`src/rtl/uart_pkg.sv`:
```
// Constants, FSM encoding and frame helper shared by the UART TX and RX paths.
package uart_pkg;

  localparam int DEFAULT_CLK_DIV    = 104;  // 12 MHz / 115200 baud
  localparam int DEFAULT_GUARD_BITS = 15;
  localparam int DATA_BITS          = 8;
  localparam int FRAME_BITS         = 10;   // start + 8 data + stop

  typedef enum logic [1:0] {
    GUARD,
    IDLE,
    SHIFT
  } tx_state_t;

  // 8N1 frame, bit 0 goes on the wire first.
  function automatic logic [FRAME_BITS-1:0] frame_of(input logic [DATA_BITS-1:0] b);
    return {1'b1, b, 1'b0};
  endfunction

endpackage

```
`src/rtl/uart_byte_fifo.sv`:
```
// Synchronous FIFO, pointer-extended full/empty; push/pop take effect on the next edge.
// Push while full and pop while empty are ignored; flags depend on registered pointers only.
module uart_byte_fifo
  import uart_pkg::*;
#(
  parameter int WIDTH      = DATA_BITS,
  parameter int DEPTH_LOG2 = 3
) (
  input  logic                  clk,
  input  logic                  reset,
  input  logic                  push,
  input  logic [WIDTH-1:0]      push_data,
  input  logic                  pop,
  output logic [WIDTH-1:0]      pop_data,
  output logic                  full,
  output logic                  empty,
  output logic [DEPTH_LOG2:0]   level
);

  localparam int DEPTH = 1 << DEPTH_LOG2;

  logic [WIDTH-1:0]    mem [DEPTH];
  logic [DEPTH_LOG2:0] wptr;
  logic [DEPTH_LOG2:0] rptr;
  logic                do_push;
  logic                do_pop;

  assign do_push = push & ~full;
  assign do_pop  = pop & ~empty;

  assign empty    = (wptr == rptr);
  assign full     = (wptr[DEPTH_LOG2-1:0] == rptr[DEPTH_LOG2-1:0]) &&
                    (wptr[DEPTH_LOG2] != rptr[DEPTH_LOG2]);
  assign level    = wptr - rptr;
  assign pop_data = mem[rptr[DEPTH_LOG2-1:0]];

  always_ff @(posedge clk or posedge reset) begin
    if (reset) begin
      wptr <= '0;
      rptr <= '0;
    end else begin
      if (do_push) wptr <= wptr + 1'b1;
      if (do_pop)  rptr <= rptr + 1'b1;
    end
  end

  always_ff @(posedge clk) begin
    if (do_push) mem[wptr[DEPTH_LOG2-1:0]] <= push_data;
  end

endmodule

```
`src/rtl/uart_tx_fifo.sv`:
```
// Buffered 8N1 transmitter: FIFO-fed serializer, tx registered (start bit 2 cycles after wr in IDLE).
// Writes while full are dropped and latch the sticky overflow flag; no combinational path from wr.
module uart_tx_fifo
  import uart_pkg::*;
#(
  parameter int CLK_DIV    = DEFAULT_CLK_DIV,
  parameter int DEPTH_LOG2 = 3,
  parameter int GUARD_BITS = DEFAULT_GUARD_BITS
) (
  input  logic                  clk,
  input  logic                  reset,
  input  logic                  wr,
  input  logic [DATA_BITS-1:0]  tx_data,
  output logic                  tx,
  output logic                  full,
  output logic                  empty,
  output logic [DEPTH_LOG2:0]   level,
  output logic                  busy,
  output logic                  overflow
);

  localparam int DIV_W     = $clog2(CLK_DIV);
  localparam int BIT_W     = $clog2(FRAME_BITS);
  localparam int GUARD_CYC = GUARD_BITS * CLK_DIV;
  localparam int GUARD_W   = (GUARD_CYC > 1) ? $clog2(GUARD_CYC) : 1;

  localparam logic [DIV_W-1:0]   DIV_LAST   = DIV_W'(CLK_DIV - 1);
  localparam logic [BIT_W-1:0]   BIT_LAST   = BIT_W'(FRAME_BITS - 1);
  localparam logic [GUARD_W-1:0] GUARD_LAST = GUARD_W'(GUARD_CYC - 1);

  tx_state_t              state;
  tx_state_t              state_n;
  logic [DIV_W-1:0]       div_q;
  logic [DIV_W-1:0]       div_n;
  logic [BIT_W-1:0]       bit_q;
  logic [BIT_W-1:0]       bit_n;
  logic [FRAME_BITS-1:0]  shreg;
  logic [FRAME_BITS-1:0]  shreg_n;
  logic [GUARD_W-1:0]     guard_q;
  logic [GUARD_W-1:0]     guard_n;
  logic                   pop;
  logic [DATA_BITS-1:0]   fifo_data;

  uart_byte_fifo #(
    .WIDTH      (DATA_BITS),
    .DEPTH_LOG2 (DEPTH_LOG2)
  ) u_fifo (
    .clk       (clk),
    .reset     (reset),
    .push      (wr),
    .push_data (tx_data),
    .pop       (pop),
    .pop_data  (fifo_data),
    .full      (full),
    .empty     (empty),
    .level     (level)
  );

  always_comb begin
    state_n = state;
    div_n   = div_q;
    bit_n   = bit_q;
    shreg_n = shreg;
    guard_n = guard_q;
    pop     = 1'b0;
    case (state)
      GUARD: begin
        if (guard_q == GUARD_LAST) state_n = IDLE;
        else                       guard_n = guard_q + 1'b1;
      end
      IDLE: begin
        if (!empty) begin
          pop     = 1'b1;
          shreg_n = frame_of(fifo_data);
          div_n   = '0;
          bit_n   = '0;
          state_n = SHIFT;
        end
      end
      SHIFT: begin
        if (div_q == DIV_LAST) begin
          div_n = '0;
          if (bit_q == BIT_LAST) begin
            // Stop bit done: chain straight into the next queued byte.
            if (!empty) begin
              pop     = 1'b1;
              shreg_n = frame_of(fifo_data);
              bit_n   = '0;
            end else begin
              state_n = IDLE;
            end
          end else begin
            shreg_n = {1'b1, shreg[FRAME_BITS-1:1]};
            bit_n   = bit_q + 1'b1;
          end
        end else begin
          div_n = div_q + 1'b1;
        end
      end
      default: state_n = GUARD;
    endcase
  end

  always_ff @(posedge clk or posedge reset) begin
    if (reset) begin
      state    <= GUARD;
      div_q    <= '0;
      bit_q    <= '0;
      shreg    <= '1;
      guard_q  <= '0;
      tx       <= 1'b1;
      overflow <= 1'b0;
    end else begin
      state    <= state_n;
      div_q    <= div_n;
      bit_q    <= bit_n;
      shreg    <= shreg_n;
      guard_q  <= guard_n;
      tx       <= (state == SHIFT) ? shreg[0] : 1'b1;
      overflow <= overflow | (wr & full);
    end
  end

  assign busy = (state != IDLE) | ~empty;

endmodule

```
`config.mk`:
```
export PLATFORM = sky130hd
export DESIGN_NAME = uart_tx_fifo
export DESIGN_NICKNAME = d
export VERILOG_FILES = /design/src/rtl/uart_pkg.sv /design/src/rtl/uart_byte_fifo.sv /design/src/rtl/uart_tx_fifo.sv
export SDC_FILE = /design/constraint.sdc
export NUM_CORES = 1
export LEC_CHECK = 0
export CORE_ASPECT_RATIO = 1.4
export CORE_MARGIN = 2
export CORE_UTILIZATION = 30
export DETAILED_ROUTE_END_ITERATION = 8
export SETUP_SLACK_MARGIN = 0.05
export SYNTH_ARGS = -nofsm -noshare
export SYNTH_HDL_FRONTEND = slang
export SYNTH_HIERARCHICAL = 1
export SYNTH_SLANG_ARGS = --single-unit
```
`constraint.sdc`:
```
create_clock -name clk -period 4.4 [get_ports clk]
set_input_delay 0.66 -clock clk [delete_from_list [all_inputs] [get_ports clk]]
set_output_delay 0.66 -clock clk [all_outputs]
set_load 0.005 [all_outputs]
```
==> impl_results.md <==
- Crit path from: u_fifo/rptr[2]
- Post-synth cell types: 51
- Fin cells: 570
- Multi-input combinational cell area: 0.00166 mm^2
- IO buf count: 19
- DP Cell Count: roughly 550
- Placer congestion estimate: 0.747
- CP required: roughly 3.7 ns
- DRT Wirelength: between 9 and 10 mm
- Dpl ws: between 1 and 1.5 ns
- WP data arrival: around 2.8 ns
- Synthesized instance count: around 340
- Mapped Area: around 0.0048 mm^2
- Area occupied by registers: approximately 0.0030 mm^2
- Internal power: around 1.8 mW
- Commonest non-fill, non-tap cell in the layout: edfxtp_1
- Final setup fails: 0
- DP Wirelength: between 6 and 7 mm
- Fin. Hold Viols: 0
- Sequential area share after synthesis: 0.628
- CTS H-Tree Depth: 3
- Clock Latency Late Sink: about 0.35 ns
- DR vias: 2757
- Clock Path Buffers: 2
- Final nets: between 300 and 400
- Share of post-route cells with drive strength above 1: 0.190
- GR Overflow Total: 0
- Antenna violations before repair: 0
- Synth async-reset ratio: 0.407
- Worst setup margin: between 0.9 and 1 ns
- CTS tree: built
- CTS buffer count: 9
- Wire length per cell: around 16 um
- Worst slew margin: 0.313
- Root Driver: clkbuf_16
- Combinational share of power: 0.162
- Status: complete, no violations
- Hold Crit Start: overflow
- Power Density: approximately 440 mW/mm^2
- Starting Density: 0.308
- Die area: approximately 0.017 mm^2
- Worst-path clk slew: 0.07 ns
- Ys flop type: edfxtp_1
- Clk_skew: between 0.005 and 0.006 ns
- Setup TNS after final layout: 0 ns
- DRC violations left: 0
- Io pins: 20
- Power Total: roughly 2.5 mW
- Die H: ~150 um
- Net Sw Power: 0.641 mW
- Drt first pass iters: 4
- Final worst path period need: 3.41 ns
- Gr usage total: 0.114
- Post-CTS setup buffers: 0
- Final Cycle Share: 0.774
- Maximum clock frequency: roughly 290 MHz
- Die width: about 110 um
- Number of synthesized flops with an enable pin: between 60 and 70
- Max Slew Vio Count: 0
- Slew @ Worst Pin: roughly 1.0 ns
- Reg power frac: 0.507
- Row Count: 54
- DRT antenna net count: 0
- Most frequent cells in the layout: edfxtp_1, nand2_1, dfrtp_1
- CORE AREA: approximately 0.016 mm^2
- Clock sink count: 108
- Crit path max fanout: 10
- Max cap viols: 0
- Worst r2r dst: state[1]
- Launching point of the worst reg2reg path: u_fifo/rptr[2]
- Cts hold-fix bufs: 0
- Yosys top cell by area: edfxtp_1
- Syn_area_per_cell: approximately 14 um^2
- Filler Cells Inserted: 1525
- Largest net degree at the start of global routing: 36
- Setup CP Type: flop to output port
- Synth area leaders: edfxtp_1, dfrtp_1, mux4_2
- ANT cells: 0
- Hold WC Path Type: flop to flop
- Drt initial violations: between 200 and 250
- Peak VDD IR: roughly 0.24 mV
- Post-CTS sizing: 0
- Crit path launch type: flop
- Switching Share: 0.260
- Seq cells post-synth: about 110
- First-pass GRT wire length: 15.3 mm
- Top-area cell type share of the netlist area: 0.398
- Area growth from synthesis to layout: 15.4%
- Critical Path Sink Type: output port
- Yosys warns: 6
- Syn nets: approximately 360
- Vias in the first global route: between 2000 and 3000
- Worst setup path endpoint: busy
- Clock power frac: 0.330
- Vias per cell: between 4 and 5
- R2R setup slack: 1.62 ns
- Reg2Reg Depth: 7
- Leak: 2.07 nW
- RSZ-0062 raised after global routing: no
## sequential cells by signal, summed over array words and instances (netlist names)
signal	flops
bit_q	4
div_q	7
guard_q	11
overflow	1
shreg	10
state	2
tx	1
u_fifo/mem	64
u_fifo/rptr	4
u_fifo/wptr	4
## layout make-up
class	instances	area share
Sequential cell	108	0.544
Clock inverter	7	0.0132
Multi-Input combinational cell	200	0.297
Clock buffer	9	0.0404
Timing Repair Buffer	28	0.0462
Tap cell	196	0.0440
Inverter	22	0.0148
## power by group through the flow
stage	sequential [mW]	clock, mW	combinational [mW]
after floorplan	1.25	0	0.229
after global placement	1.26	0	0.399
after detailed placement	1.27	0	0.409
after CTS	1.25	0.838	0.412
after global routing	1.26	0.885	0.442
final	1.25	0.813	0.400
## how the worst min path moves through the flow
stage	to	cells past startpoint	slack (ns)
2_1_floorplan	guard_q[10]	1	0.44
3_3_place_gp	overflow	1	0.45
3_5_place_dp	overflow	1	0.46
4_1_cts	tx	2	0.47
5_1_grt	overflow	1	0.48
6_report	overflow	1	0.47
## layer usage
layer / GRT usage / part of all wire
met5: 0 / 0
met4: 0.0406 / 0.017
met3: 0.0263 / 0.029
met2: 0.200 / 0.52
met1: 0.138 / 0.43
## synth_stat cells, types with 2 or more instances
library cell,number
nand3_1,8
a211oi_1,2
nor2_1,18
edfxtp_1,64
o22ai_1,10
ha_1,14
xor2_1,7
dfrtp_1,33
dfstp_2,11
xnor2_1,12
nand4_1,3
and3_1,2
mux2_4,2
inv_1,21
mux4_2,15
mux2_2,3
nand2_1,41
a21o_1,6
a22o_1,4
a2bb2oi_1,8
nor4_1,2
or2_2,3
a21oi_1,2
and4bb_2,3
buf_2,5
mux2i_1,2
nor3_1,6
nand2b_1,2
o21ai_0,6
## through the flow
stage	util	area (um^2)	hold WS [ns]
4_1_cts	0.356	5580	0.471
5_1_grt	0.356	5580	0.485
3_3_place_gp	0.337	5280	0.455
6_report	0.356	5580	0.466
3_5_place_dp	0.337	5280	0.455
2_1_floorplan	-	4830	0.438
## critical path, stage by stage (launching register included)
cell             delay, ns
dfrtp_1               0.52
inv_2                 0.16
ha_1                  0.36
nand3_1               0.25
nor2_1                0.45
nand2_1               0.17
clkdlybuf4s50_1       0.49
## cell families after synthesis
| family | after synthesis | share of synthesized area |
|---|---|---|
| and+or+nand+nor | 93 | 0.0922 |
| DFF | 108 | 0.628 |
| buffers and inverters | 29 | 0.0287 |
| xor gates and xnor gates | 20 | 0.0378 |
| adders and majority gates | 15 | 0.0404 |
| AOI/OAI and AO/OA | 49 | 0.0800 |
| muxes | 23 | 0.0927 |
Power figures use the tool's default switching activity.
==> variant 1 (same settings) <==
Reset style: synchronous (`reset`), changed in 2 clocked blocks.
--- a/src/rtl/uart_byte_fifo.sv
+++ b/src/rtl/uart_byte_fifo.sv
@@ -35,5 +35,5 @@
   assign pop_data = mem[rptr[DEPTH_LOG2-1:0]];
 
-  always_ff @(posedge clk or posedge reset) begin
+  always_ff @(posedge clk) begin
     if (reset) begin
       wptr <= '0;
--- a/src/rtl/uart_tx_fifo.sv
+++ b/src/rtl/uart_tx_fifo.sv
@@ -102,5 +102,5 @@
   end
 
-  always_ff @(posedge clk or posedge reset) begin
+  always_ff @(posedge clk) begin
     if (reset) begin
       state    <= GUARD;
Function: differs if reset is asserted again (counterexample within 4 cycles, from zero or initial values and one cycle with reset high); with reset held inactive, the same outputs for 10 cycles.
==> variant 1 against the original RTL <==
Via count rose by 8.9%. Worst hold slack got worse by 9.7 ps. Count of clock-buffer cells in the layout did not move. Wire length rose by 6.3%. Worst setup slack improved by 150 ps. Design area rose by 1.7%. Synthesized area rose by 2.4%. Sequential cell count rose by 3. Total power fell by 10%. Critical path type unchanged. Largest power group unchanged.
==> variant 1: results (changes against the original RTL) <==
metric,value,unit,change
ys_async_sr_fraction,0,%,-41 points
grt_pass1_vias,3166,,+12%
synth_cell_type_count,54,,+5.9%
synthAdderAreaFrac,3.94,%,-0.095 points
grt.total_usage,11.7,%,+0.29 points
grtUsageMet3,2.68,%,+0.055 points
synth_top_family_by_area,simple AND/OR/NAND/NOR gates,,
status,finished clean,,
avgViaCountPerCell,5.03,,+4.0%
synth_compound_area_share,7.53,%,-0.47 points
p_leak,1.98,nW,-4.7%
synthXorXnorAreaFrac,3.89,%,+0.11 points
max_stage_delay,470,ps,-50 ps
grt_use_met1,12.7,%,-1.1 points
synth_seq_area_share,57.8,%,-5.0 points
synthMuxAreaShare,11.5,%,+2.2 points
place.gp.congestion,0.788,,+5.6%
crit_fanout,7,,-3
nNetsFinal,419,,+6.1%
fill_cells,1502,,-1.5%
drive_above_1_share,10.6,%,-8.4 points
grt_first_pass_wirelength,16100,µm,+5.3%
arrival,2590,ps,-160 ps
synth_nets,400,,+10%
peakVddDrop,0.185,mV,-22%
-- variant 1: kinds of logic (layout without fill, tap and decap cells) --
group / count (synthesis) / count (layout)
xor gates and xnor gates: 22 / 22
buffers and inverters: 32 / 56
DFF: 111 / 111
and+or+nand+nor: 115 / 115
adders and majority gates: 15 / 15
AOI/OAI and AO/OA: 49 / 49
muxes: 30 / 30
-- variant 1: layout make-up --
| class | count | area share [%] |
|---|---|---|
| Tap cell | 199 | 4.39 |
| Timing Repair Buffer | 24 | 4.01 |
| Sequential cell | 111 | 50.5 |
| Clock buffer | 9 | 3.97 |
| Inverter | 16 | 1.06 |
| Clock inverter | 7 | 1.79 |
| Multi-Input combinational cell | 231 | 34.3 |
-- variant 1: report_power, final --
| part | switching, mW | internal (mW) |
|---|---|---|
| Sequential | 0.0232 | 1.13 |
| Combinational | 0.118 | 0.0851 |
| Clock | 0.432 | 0.418 |
| Total | 0.573 | 1.63 |
-- variant 1: per-layer routing --
| layer | up-vias | part of all wire (%) |
|---|---|---|
| met5 | - | 0 |
| met4 | 0 | 2.1 |
| met3 | 18 | 2.7 |
| met2 | 40 | 54 |
| met1 | 1497 | 42 |
| li1 | 1447 | - |
-- variant 1: per-stage QoR --
step	util [%]	cells	total power [mW]	hold slack (ps)
finish	35.1	597	2.21	456
global route	35.1	597	2.30	494
CTS	35.1	597	2.23	465
detailed placement	33.1	581	1.38	444
global placement	33.1	581	1.37	438
floorplan	-	374	1.31	416
-- variant 1: worst reg2reg max path: stages, from the launching register on --
cell	delay [ps]
dfxtp_1	440
inv_1	140
ha_1	340
nand3_1	260
nor2_1	420
clkinv_1	360
o211ai_1	910
a221o_1	300
-- variant 1: path summary, 6_finish.rpt --
check	from	to	slack [ps]	cells after the start
worst min register to register	shreg[0]	tx	460	1
worst max register to register	u_fifo/wptr[0]	shreg[2]	1180	7
worst min-delay path	shreg[0]	tx	460	1
worst max-delay path	u_fifo/wptr[0]	busy	1150	6
==> variant 2 (same settings) <==
Without the edit above. Set the package constant `DEFAULT_CLK_DIV` to 52 (it was 104).
--- a/src/rtl/uart_pkg.sv
+++ b/src/rtl/uart_pkg.sv
@@ -2,5 +2,5 @@
 package uart_pkg;
 
-  localparam int DEFAULT_CLK_DIV    = 104;  // 12 MHz / 115200 baud
+  localparam int DEFAULT_CLK_DIV    = 52;  // 12 MHz / 115200 baud
   localparam int DEFAULT_GUARD_BITS = 15;
   localparam int DATA_BITS          = 8;
Formal check against the unedited RTL: no difference found for any inputs over 10 cycles, from zero or initial values and one cycle with reset high; that may be too few to reach the edited logic, so the function may still have changed.
==> variant 2 against the original RTL <==
Synthesized cell count down 5.3%. Sequential share of layout area down 0.13 points. Synthesized area down 1.6%. Fmax up 0.42%. Sequential cell count down 2. Count of clock-buffer cells in the layout unchanged. Design area down 1.4%. Combinational power down 6.5%. Non-clock buffer count unchanged. Worst setup slack better by 14 ps. Total power down 2.4%. Wire length down 7.8%. Core utilization down 0.20 points.
==> variant 2: results (changes against the original RTL) <==
metric,value,unit,change
status,finished clean,,
critical_path_class,flop to primary output,,
grt.total_usage,10.6,%,-0.85 points
synth_edf_count,64,,unchanged
min_from,guard_q[9],,
crit_fanout,10,,unchanged
skew,14.2,ps,+8.59 ps
grt_first_pass_wirelength,14100,µm,-7.3%
antenna_found_initial,0,,unchanged
p_leak,2.07,nW,-0.31%
r2r_end,state[1],,
preCtsSetupSlack,1410,ps,-22.5 ps
netlist_top_cells_area,"edfxtp_1 (40%), dfrtp_1 (16%), mux4_2 (7.1%)",,
peakVddDrop,0.200,mV,-15%
synth_cell_type_count,55,,+7.8%
synth_compound_area_share,4.97,%,-3.0 points
drive_above_1_share,22.5,%,+3.5 points
arrival,2730,ps,-20 ps
synth_seq_area_share,62.8,%,about the same
worst_path_max_delay_cell,dfrtp_1,,
ys_async_sr_fraction,39.6,%,-1.1 points
r2r_slack,1760,ps,+140 ps
synthAdderAreaFrac,4.10,%,+0.066 points
cts_htree_levels,3,,unchanged
synth_cells,319,,-5.3%
synth_nets,345,,-5.0%
place_inst,536,,-3.2%
grt_pass1_vias,2736,,-3.3%
setup_tns,0,ps,unchanged
grt_max_degree,30,,-17%
hpwl,5940,µm,-4.1%
r2r_cells,8,,+1
num_vias,2595,,-5.9%
routedWlPerCell,15.3,µm,-4.8%
firstDrtPassIters,4,,unchanged
cts_root_buffer,clkbuf_16,,
synthXorXnorAreaFrac,3.66,%,-0.12 points
nNetsFinal,377,,-4.6%
antenna_cells,0,,unchanged
synthTopCellsByCount,"edfxtp_1 (64), nand2_1 (37), dfrtp_1 (31)",,
clockBufferDepth,2,,unchanged
drt_iter0_markers,99,,-52%
relSlewSlack,24.4,%,-6.9 points
yosysWarnings,6,,unchanged
setup_ws,1010,ps,+14.2 ps
r2r-start,u_fifo/rptr[2],,
avgViaCountPerCell,4.70,,-2.8%
synthMuxAreaShare,12.8,%,+3.6 points
place.gp.congestion,0.851,,+14%
numCtsBuffers,9,,unchanged
-- variant 2: cell types whose count changed after synthesis, sizes merged, moves of 3 or more --
cell / delta
a22o: -4
a2bb2oi: -7
and3: +3
mux2: +13
nand2: -4
nand4: +3
nor2: -8
o22ai: -7
-- variant 2: how the worst min path moves through the flow --
stage          cells past startpoint         end  slack [ps]
6_report                           1  guard_q[9]         480
3_5_place_dp                       1    overflow         460
5_1_grt                            1    overflow         500
3_3_place_gp                       1    overflow         440
2_1_floorplan                      1  guard_q[9]         440
4_1_cts                            1    overflow         480
-- variant 2: logic make-up (layout without fill, tap and decap cells) --
group | Yosys count | after routing
DFF | 106 | 106
and+or+nand+nor | 83 | 83
muxes | 38 | 38
AOI/OAI and AO/OA | 30 | 30
buffers and inverters | 28 | 65
xor gates and xnor gates | 19 | 19
adders and majority gates | 15 | 15
-- variant 2: layout make-up --
cell class / count / area (µm²)
Timing Repair Buffer: 28 / 258
Fill cell: 1480 / 10000
Clock buffer: 9 / 225
Tap cell: 196 / 245
Multi-Input combinational cell: 185 / 1630
Inverter: 21 / 78.8
Sequential cell: 106 / 2990
Clock inverter: 7 / 73.8
-- variant 2: where the power goes --
group | leakage [nW] | internal (mW) | switching [mW]
clock | 0.150 | 0.407 | 0.395
combinational | 0.815 | 0.181 | 0.193
sequential | 1.10 | 1.17 | 0.0557
total | 2.07 | 1.76 | 0.644
-- variant 2: metrics by stage --
| step | utilization, % | area (µm²) |
|---|---|---|
| final | 35.4 | 5500 |
| after global routing | 35.4 | 5500 |
| after CTS | 35.4 | 5500 |
| after detailed placement | 33.5 | 5200 |
| after global placement | 33.5 | 5200 |
| after floorplan | - | 4760 |
-- variant 2: metal layers --
metal / track usage, % / wire length (µm) / part of all wire, %
met2: 19.3 / 4600 / 54
met5: 0 / 0 / 0
met4: 4.40 / 131 / 1.5
met3: 2.30 / 173 / 2.0
met1: 11.9 / 3560 / 42
